## config.mk

```make
export PLATFORM = sky130hd
export DESIGN_NAME = csa16_seq_arb
export DESIGN_NICKNAME = d
export VERILOG_FILES = /design/src/rtl/csa16_seq_arb.sv
export SDC_FILE = /design/constraint.sdc
export NUM_CORES = 1
export LEC_CHECK = 0
export ABC_CLOCK_PERIOD_IN_PS = 4180
export CAP_MARGIN = 20
export CORE_ASPECT_RATIO = 1.25
export CORE_MARGIN = 1
export CORE_UTILIZATION = 30
export DETAILED_ROUTE_END_ITERATION = 16
export PLACE_DENSITY_LB_ADDON = 0.12
export RECOVER_POWER = 25
export SLEW_MARGIN = 10
export SYNTH_ARGS = -nofsm -noshare
export SYNTH_HDL_FRONTEND = slang
export SYNTH_SLANG_ARGS = --single-unit
```

## constraint.sdc

```tcl
create_clock -name clk -period 4.18 [get_ports clk]
set_clock_uncertainty 0.2 [all_clocks]
set_input_delay 0.836 -clock clk [delete_from_list [all_inputs] [get_ports clk]]
set_output_delay 0.836 -clock clk [all_outputs]
set_load 0.005 [all_outputs]
```

## src/rtl/csa16_seq_arb.sv

```systemverilog
// csa16_seq_arb: two-requester round-robin sequencer that performs WORDS x 16-bit additions
// on one shared carry-select adder, least-significant slice first.

module csa16bits (
    input  logic [15:0] a,
    input  logic [15:0] b,
    input  logic        cin,
    output logic [15:0] s,
    output logic        cout
);
    logic [8:0] lo;
    logic [8:0] hi0;
    logic [8:0] hi1;
    assign lo   = {1'b0, a[7:0]} + {1'b0, b[7:0]} + {8'd0, cin};
    assign hi0  = {1'b0, a[15:8]} + {1'b0, b[15:8]};
    assign hi1  = hi0 + 9'd1;
    assign s    = {lo[8] ? hi1[7:0] : hi0[7:0], lo[7:0]};
    assign cout = lo[8] ? hi1[8] : hi0[8];
endmodule

module csa16_seq_arb #(
    parameter int n     = 16,
    parameter int WORDS = 4,
    parameter int W     = n * WORDS
) (
    input  logic         clk,
    input  logic         rst,
    input  logic         req0_valid,
    output logic         req0_ready,
    input  logic [W-1:0] req0_a,
    input  logic [W-1:0] req0_b,
    input  logic         req0_cin,
    input  logic         req1_valid,
    output logic         req1_ready,
    input  logic [W-1:0] req1_a,
    input  logic [W-1:0] req1_b,
    input  logic         req1_cin,
    output logic         rsp_valid,
    input  logic         rsp_ready,
    output logic         rsp_id,
    output logic [W-1:0] rsp_s,
    output logic         rsp_cout,
    output logic         busy
);
    localparam int IW = $clog2(WORDS);
    typedef enum logic [1:0] {IDLE, RUN, DONE} state_t;
    state_t state, nxt;
    logic [W-1:0] a_r, b_r, s_r;
    logic [IW-1:0] idx;
    logic carry, id_r, cout_r, ptr;
    logic g0, g1, grant, last, co;
    logic [n-1:0] sum;

    csa16bits adder (
        .a(a_r[n*idx +: n]),
        .b(b_r[n*idx +: n]),
        .cin(carry),
        .s(sum),
        .cout(co)
    );

    // ptr names the requester that wins when both are valid
    assign g0    = req0_valid & (~req1_valid | ~ptr);
    assign g1    = req1_valid & (~req0_valid | ptr);
    assign grant = req0_ready | req1_ready;
    assign last  = idx == IW'(WORDS - 1);

    always_ff @(posedge clk) state <= rst ? IDLE : nxt;

    always_comb begin
        nxt = state;
        nxt = state == IDLE ? ((req0_valid | req1_valid) ? RUN : IDLE) :
              state == RUN  ? (last ? DONE : RUN) :
              state == DONE ? (rsp_ready ? IDLE : DONE) : IDLE;
    end

    always_comb begin
        req0_ready = ~rst & (state == IDLE) & g0;
        req1_ready = ~rst & (state == IDLE) & g1;
        rsp_valid  = state == DONE;
        busy       = state != IDLE;
        rsp_id     = id_r;
        rsp_s      = s_r;
        rsp_cout   = cout_r;
    end

    // carry register takes cin at grant so slice 0 needs no special case
    always_ff @(posedge clk) begin
        if (rst) begin
            a_r    <= '0;
            b_r    <= '0;
            s_r    <= '0;
            idx    <= '0;
            carry  <= 1'b0;
            id_r   <= 1'b0;
            cout_r <= 1'b0;
            ptr    <= 1'b0;
        end else if (grant) begin
            a_r   <= g1 ? req1_a : req0_a;
            b_r   <= g1 ? req1_b : req0_b;
            carry <= g1 ? req1_cin : req0_cin;
            id_r  <= g1;
            idx   <= '0;
            ptr   <= ~g1;
        end else if (state == RUN) begin
            s_r[n*idx +: n] <= sum;
            carry           <= co;
            idx             <= idx + IW'(1);
            if (last) cout_r <= co;
        end
    end
endmodule

```

# --- Yosys cells after proc, flatten, opt, wreduce, memory -nomap -nowiden ---
# Cells that the tools add are included.
classes:
  eq_ne: 3
  reduce_logical: 6
  bitwise_logic: 15
  n_addsub: 6
  shifts: 4
  n_mux: 14
ops:
  columns: ["op", "count"]
  rows:
  - ["64-bit two-way mux", 2]
  - ["64-bit by 7-bit indexed part select with 16-bit output", 2]
  - ["64-bit bitwise mux", 1]
  - ["16-bit by 34-bit variable shift with 64-bit output (first input constant)", 1]
  - ["16-bit by 34-bit indexed part select with 64-bit output", 1]
  - ["6-bit negator with 34-bit output", 1]
  - ["8-bit by 8-bit adder with 9-bit output", 2]
  - ["2-bit two-way mux", 5]
  - ["9-bit by 1-bit adder with 9-bit output", 1]
  - ["9-bit by 1-bit adder with 9-bit output (second input constant)", 1]
  - ["8-bit two-way mux", 1]
  - ["1-bit NOT", 6]
  - ["1-bit AND", 5]
  - ["1-bit two-way mux", 5]
  - ["2-bit == test (second input constant)", 2]
  - ["1-bit bitwise OR", 4]
  - ["2-bit nonzero test", 2]
  - ["3-bit AND reduction", 1]
  - ["2-bit by 1-bit adder with 2-bit output (second input constant)", 1]
  - ["2-bit by 1-bit == test with 1-bit output (second input constant)", 1]
  - ["2-bit zero test", 1]
  - ["2-bit AND reduction", 1]
  - ["2-bit OR reduction", 1]
totals:
  reg_bits: 200
  output_inout_bits: 70
  word_cells: 57

# --- Depth between registers and ports, before layout ---
depth:
  depth_word: 7
  mapped_depth: 12

# --- Hierarchy ---
# Synthesis repeated with hierarchy kept, for this count alone.
unflattened:
  hier_cells: 1063
  hier_area_um2: 10182.3
modules_own_cells:
  columns: ["module", "seq_area_each_um2", "area_per_inst_um2", "n_inst", "cells_per_inst"]
  rows:
  - ["csa16_seq_arb", 4003.8, 9367.7, 1, 962]
  - ["csa16bits", 0.0, 814.5, 1, 101]

# --- Worst setup path after synthesis ---
# No wires, ideal clock.
synth_timing:
  path_type: "register -> register"
  startpoint: "reg idx[0]"
  endpoint: "reg carry"
  n_path_buf: 2
  required_ps: 3864
  period_less_slack_ps: 3863
  t_arrival_ps: 3547
  path_slack_ps: 317
  stages_incl_launch_ff: 12
  path_cell_list: "dfxtp_1 -> buf_2 -> buf_2 -> mux4_2 -> ha_1 -> fa_1 -> xor2_2 -> o21ai_2 -> nor4b_4 -> nand4_1 -> or3_1 -> o211a_1"
synth_via:
  elab_chain_len: 6
  word_cells_on_any_way: 9
  classes_between: "4 x add/sub; 2 x shift; 3 x mux"
synth_lines:
  columns: ["element", "line", "rtl"]
  rows:
  - ["start: declaration", "49", "logic [IW-1:0] idx;"]
  - ["start signal: assignment", "108", "idx <= idx + IW'(1);"]
  - ["64-bit by 7-bit indexed part select with 16-bit output (on tied branches)", "55, 56", null]
  - ["8-bit by 8-bit adder with 9-bit output (on tied branches)", "15, 14", null]
  - ["9-bit by 1-bit adder with 9-bit output (on tied branches)", "16, 14", null]
  - ["1-bit two-way mux (*)", "18", "assign cout = lo[8] ? hi1[8] : hi0[8];"]
  - ["1-bit two-way mux (*)", "105", "end else if (state == RUN) begin"]
  - ["1-bit two-way mux (*)", "98", "end else if (grant) begin"]
  - ["end signal: assignment", "101", "carry <= g1 ? req1_cin : req0_cin;"]
  - ["end signal: assignment", "107", "carry <= co;"]
  - ["end: declaration", "50", "logic carry, id_r, cout_r, ptr;"]
# Every way passes the cells marked *; elsewhere a longest branch is shown, timed or not. The select of a mux whose other input is x is not followed.
# A chain may end at the register's enable or synchronous reset.

# --- Final worst setup path ---
# Ends and elaborated chain as after synthesis.

==> results.py <==
metrics = {
    "synth": {
        "synth_top_cells_by_count": "dfxtp_1 (200), nor2_1 (187), a222oi_1 (118), clkbuf_1 (70), a22oi_1 (37)",
        "synth_edf_count": 0,
        "ys.warnings.count": 0,
        "synth_area_leaders": "dfxtp_1 (45%), a222oi_1 (13%), mux4_2 (8.0%)",
        "synth_cells": 907,
        "synthArstFlopShare_pct": 0,
        "ys_ff_latch": 200,
        "synthFlopType": "dfxtp_1",
        "yosysMostFrequentCell": "dfxtp_1",
        "syn-num-nets": 1195,
        "synth_area_leader_cell": "dfxtp_1",
        "ys_seq_area_share_pct": 44.51,
        "synth.distinct_cells": 56,
        "syn_area_sq_um": 8996,
        "syn_area_per_cell_sq_um": 9.919,
        "synth_top_area_share_pct": 44.51,
    },
    "place": {
        "postPlaceCellArea_sq_um": 12700,
        "place_ws_ns": 0.3217,
        "gp_congestion": 0.8376,
        "dpl.hpwl_microns": 26020,
        "port_buffers": 332,
    },
    "power": {
        "leakage_nw": 5.013,
        "power.density_nw_per_um2": 346.9,
        "finalPower_mw": 4.622,
        "ir_drop_mv": 0.1976,
    },
    "final_layout": {
        "final_layout_size_suffix_gt1_share_pct": 8.368,
        "fin_area_sq_um": 13320,
        "area_growth_pct": 48.11,
        "finalNetCount": 1482,
        "n_fill_cell": 2835,
    },
    "sta": {
        "setup_viol": 0,
        "period_needed_ns": 3.860,
        "fin_crit_sh_pct": 92.36,
        "worst_pin_slew_ns": 1.770,
        "max_clock_freq_mhz": 259.0,
        "rsz0062_at_grt": "no",
        "hold_viol": 0,
        "worst_slack_ns": 0.3195,
        "tns_ns": 0,
        "slew_headroom_pct": -17.98,
        "final_max_slew_viol_count": 80,
    },
    "setup_path": {
        "cpPeakStageDelay_ns": 0.57,
        "start_kind": "flip-flop",
        "critPathKind": "flip-flop to flip-flop",
        "crit_fanout": 9,
        "crit_required_ns": 4.31,
        "critPathCaptureType": "flip-flop",
        "worstPathCellList": "buf_4 -> mux4_2 -> fa_1 -> and3_1 -> o21ai_1 -> nor4b_4 -> nand4_1 -> or3_1 -> o211a_1",
        "cp_slowest_cell": "mux4_2",
        "cp.arrival_ns": 3.99,
    },
    "outcome": {
        "status": "complete, but fails checks",
        "violations": "max-capacitance violations, max-slew violations",
    },
    "global_route": {
        "overflow": 0,
        "grtUsageTotal_pct": 22.71,
        "grt_pass1_vias": 8530,
        "grt_pass1_wl_microns": 52230,
        "grt_max_degree": 122,
        "antenna_found_initial": 1,
    },
    "clock_network": {
        "path_clk_slew_ns": 0.08,
        "cts-root-buf": "clkbuf_16",
        "cts_tree": "built",
        "cts_buffers": 17,
        "hold_buffers": 0,
        "htree_levels": 4,
        "clk_latency_ns": 0.44,
        "cts.sinks": 200,
        "cts_resized": 0,
        "post-cts-setup-buffers": 0,
        "clk_path_buf_depth": 2,
    },
    "run": {
        "max_cap_violations": 1,
    },
    "die": {
        "core_area_sq_um": 29340,
        "initial_utilization_pct": 30.66,
        "die_w_microns": 156.9,
        "die_h_microns": 195.6,
        "rows": 70,
        "io_pins": 333,
        "die-area_sq_um": 30690,
    },
    "route": {
        "dr.max_layer_used": "met4",
        "route.layer.met1.wl_microns": 14380,
        "routed-wl-met2_microns": 18370,
        "post-route-drc-count": 0,
        "drt_iter0_drc": 929,
        "first_pass_iters": 8,
        "wl_microns": 35230,
        "vias": 8867,
        "detail-route-antenna-nets": 0,
        "viasPerCell": 5.528,
        "dr_wl_met3_microns": 1793,
        "post_drt_wl_per_cell_microns": 21.96,
    },
    "min_path": {
        "hold_path_class": "flip-flop to flip-flop",
    },
}
==> final timing paths <==
check | end | slack (ns) | cells past startpoint | from
setup reg to reg | carry$_SDFFE_PP0P_ | 0.32 | 9 | idx[0]$_SDFFE_PP0P_
hold reg to reg | rsp_s[29]$_SDFFE_PP0P_ | 0.26 | 2 | rsp_s[29]$_SDFFE_PP0P_
setup / recovery | carry$_SDFFE_PP0P_ | 0.32 | 9 | idx[0]$_SDFFE_PP0P_
hold / removal | rsp_s[29]$_SDFFE_PP0P_ | 0.26 | 2 | rsp_s[29]$_SDFFE_PP0P_
==> layout make-up <==
type	count	area, sq um	share of cell area, %
clock buffer	17	425.4	3.193
multi-input combinational	611	4642	34.84
tap	396	495.5	3.719
timing repair buffer	353	3507	26.32
inverter	11	41.29	0.3099
clock inverter	15	203.9	1.531
antenna	1	2.502	0.01878
sequential	200	4006	30.07
==> flip-flops by register name, summed over array words and instances (netlist names) <==
| register | count |
|---|---|
| a_r | 64 |
| b_r | 64 |
| rsp_s | 64 |
| idx | 2 |
| state | 2 |
| carry | 1 |
| ptr | 1 |
| rsp_cout | 1 |
| rsp_id | 1 |
==> placed cells by master (no fill, tap or decap), drive strengths merged, types with 20 or more instances in the layout <==
master	netlist	final
a21oi	25	25
a222oi	118	118
a22oi	37	37
clkbuf	70	20
clkdlybuf4s50	0	269
dfxtp	200	200
dlygate4sd3	0	62
ha	22	22
mux4	32	32
nand2	25	25
nand3	23	23
nor2	187	187
o21ai	23	23
==> logic make-up (layout without fill, tap and decap cells) <==
group / Yosys count / count (layout) / synth area share (%)
AO/OA/AOI/OAI: 247 / 247 / 23.20
XOR/XNOR: 14 / 14 / 1.447
adder cells (fa/ha/maj): 25 / 25 / 3.727
buffers and inverters: 96 / 396 / 4.186
flip-flops: 200 / 200 / 44.51
multiplexers: 43 / 43 / 9.249
other: 0 / 1 / 0
AND/OR/NAND/NOR: 282 / 282 / 13.69
==> worst max-delay path: cells and delay by family (launching register included) <==
kind / cells / cell delay, ns
simple gates: 4 / 1.21
buf+inv: 1 / 0.26
flops: 1 / 0.50
compound gates: 2 / 0.50
mux: 1 / 0.57
fa+ha+maj: 1 / 0.50
==> per-layer routing <==
layer | vias up | track usage, %
met5 | - | 0
met4 | 0 | 7.480
met3 | 32 | 3.395
met2 | 334 | 40.25
met1 | 4346 | 27.76
li1 | 4155 | -
==> power by group <==
group | switching (mW) | total [mW] | internal, mW | leakage, nW
Clock | 0.862 | 1.74 | 0.873 | 0.306
Sequential | 0.0734 | 2.06 | 1.99 | 1.63
Combinational | 0.387 | 0.822 | 0.436 | 3.08
==> metrics by stage <==
step                      hold slack (ns)  cells  util (%)
after floorplan                    0.2481    907         -
after global placement             0.2443   1571     43.30
after detailed placement           0.2470   1571     43.30
after CTS                          0.2566   1603     45.45
after global routing               0.2762   1604     45.41
final                              0.2558   1604     45.41
Note: power is estimated with default switching activity, not from simulation.
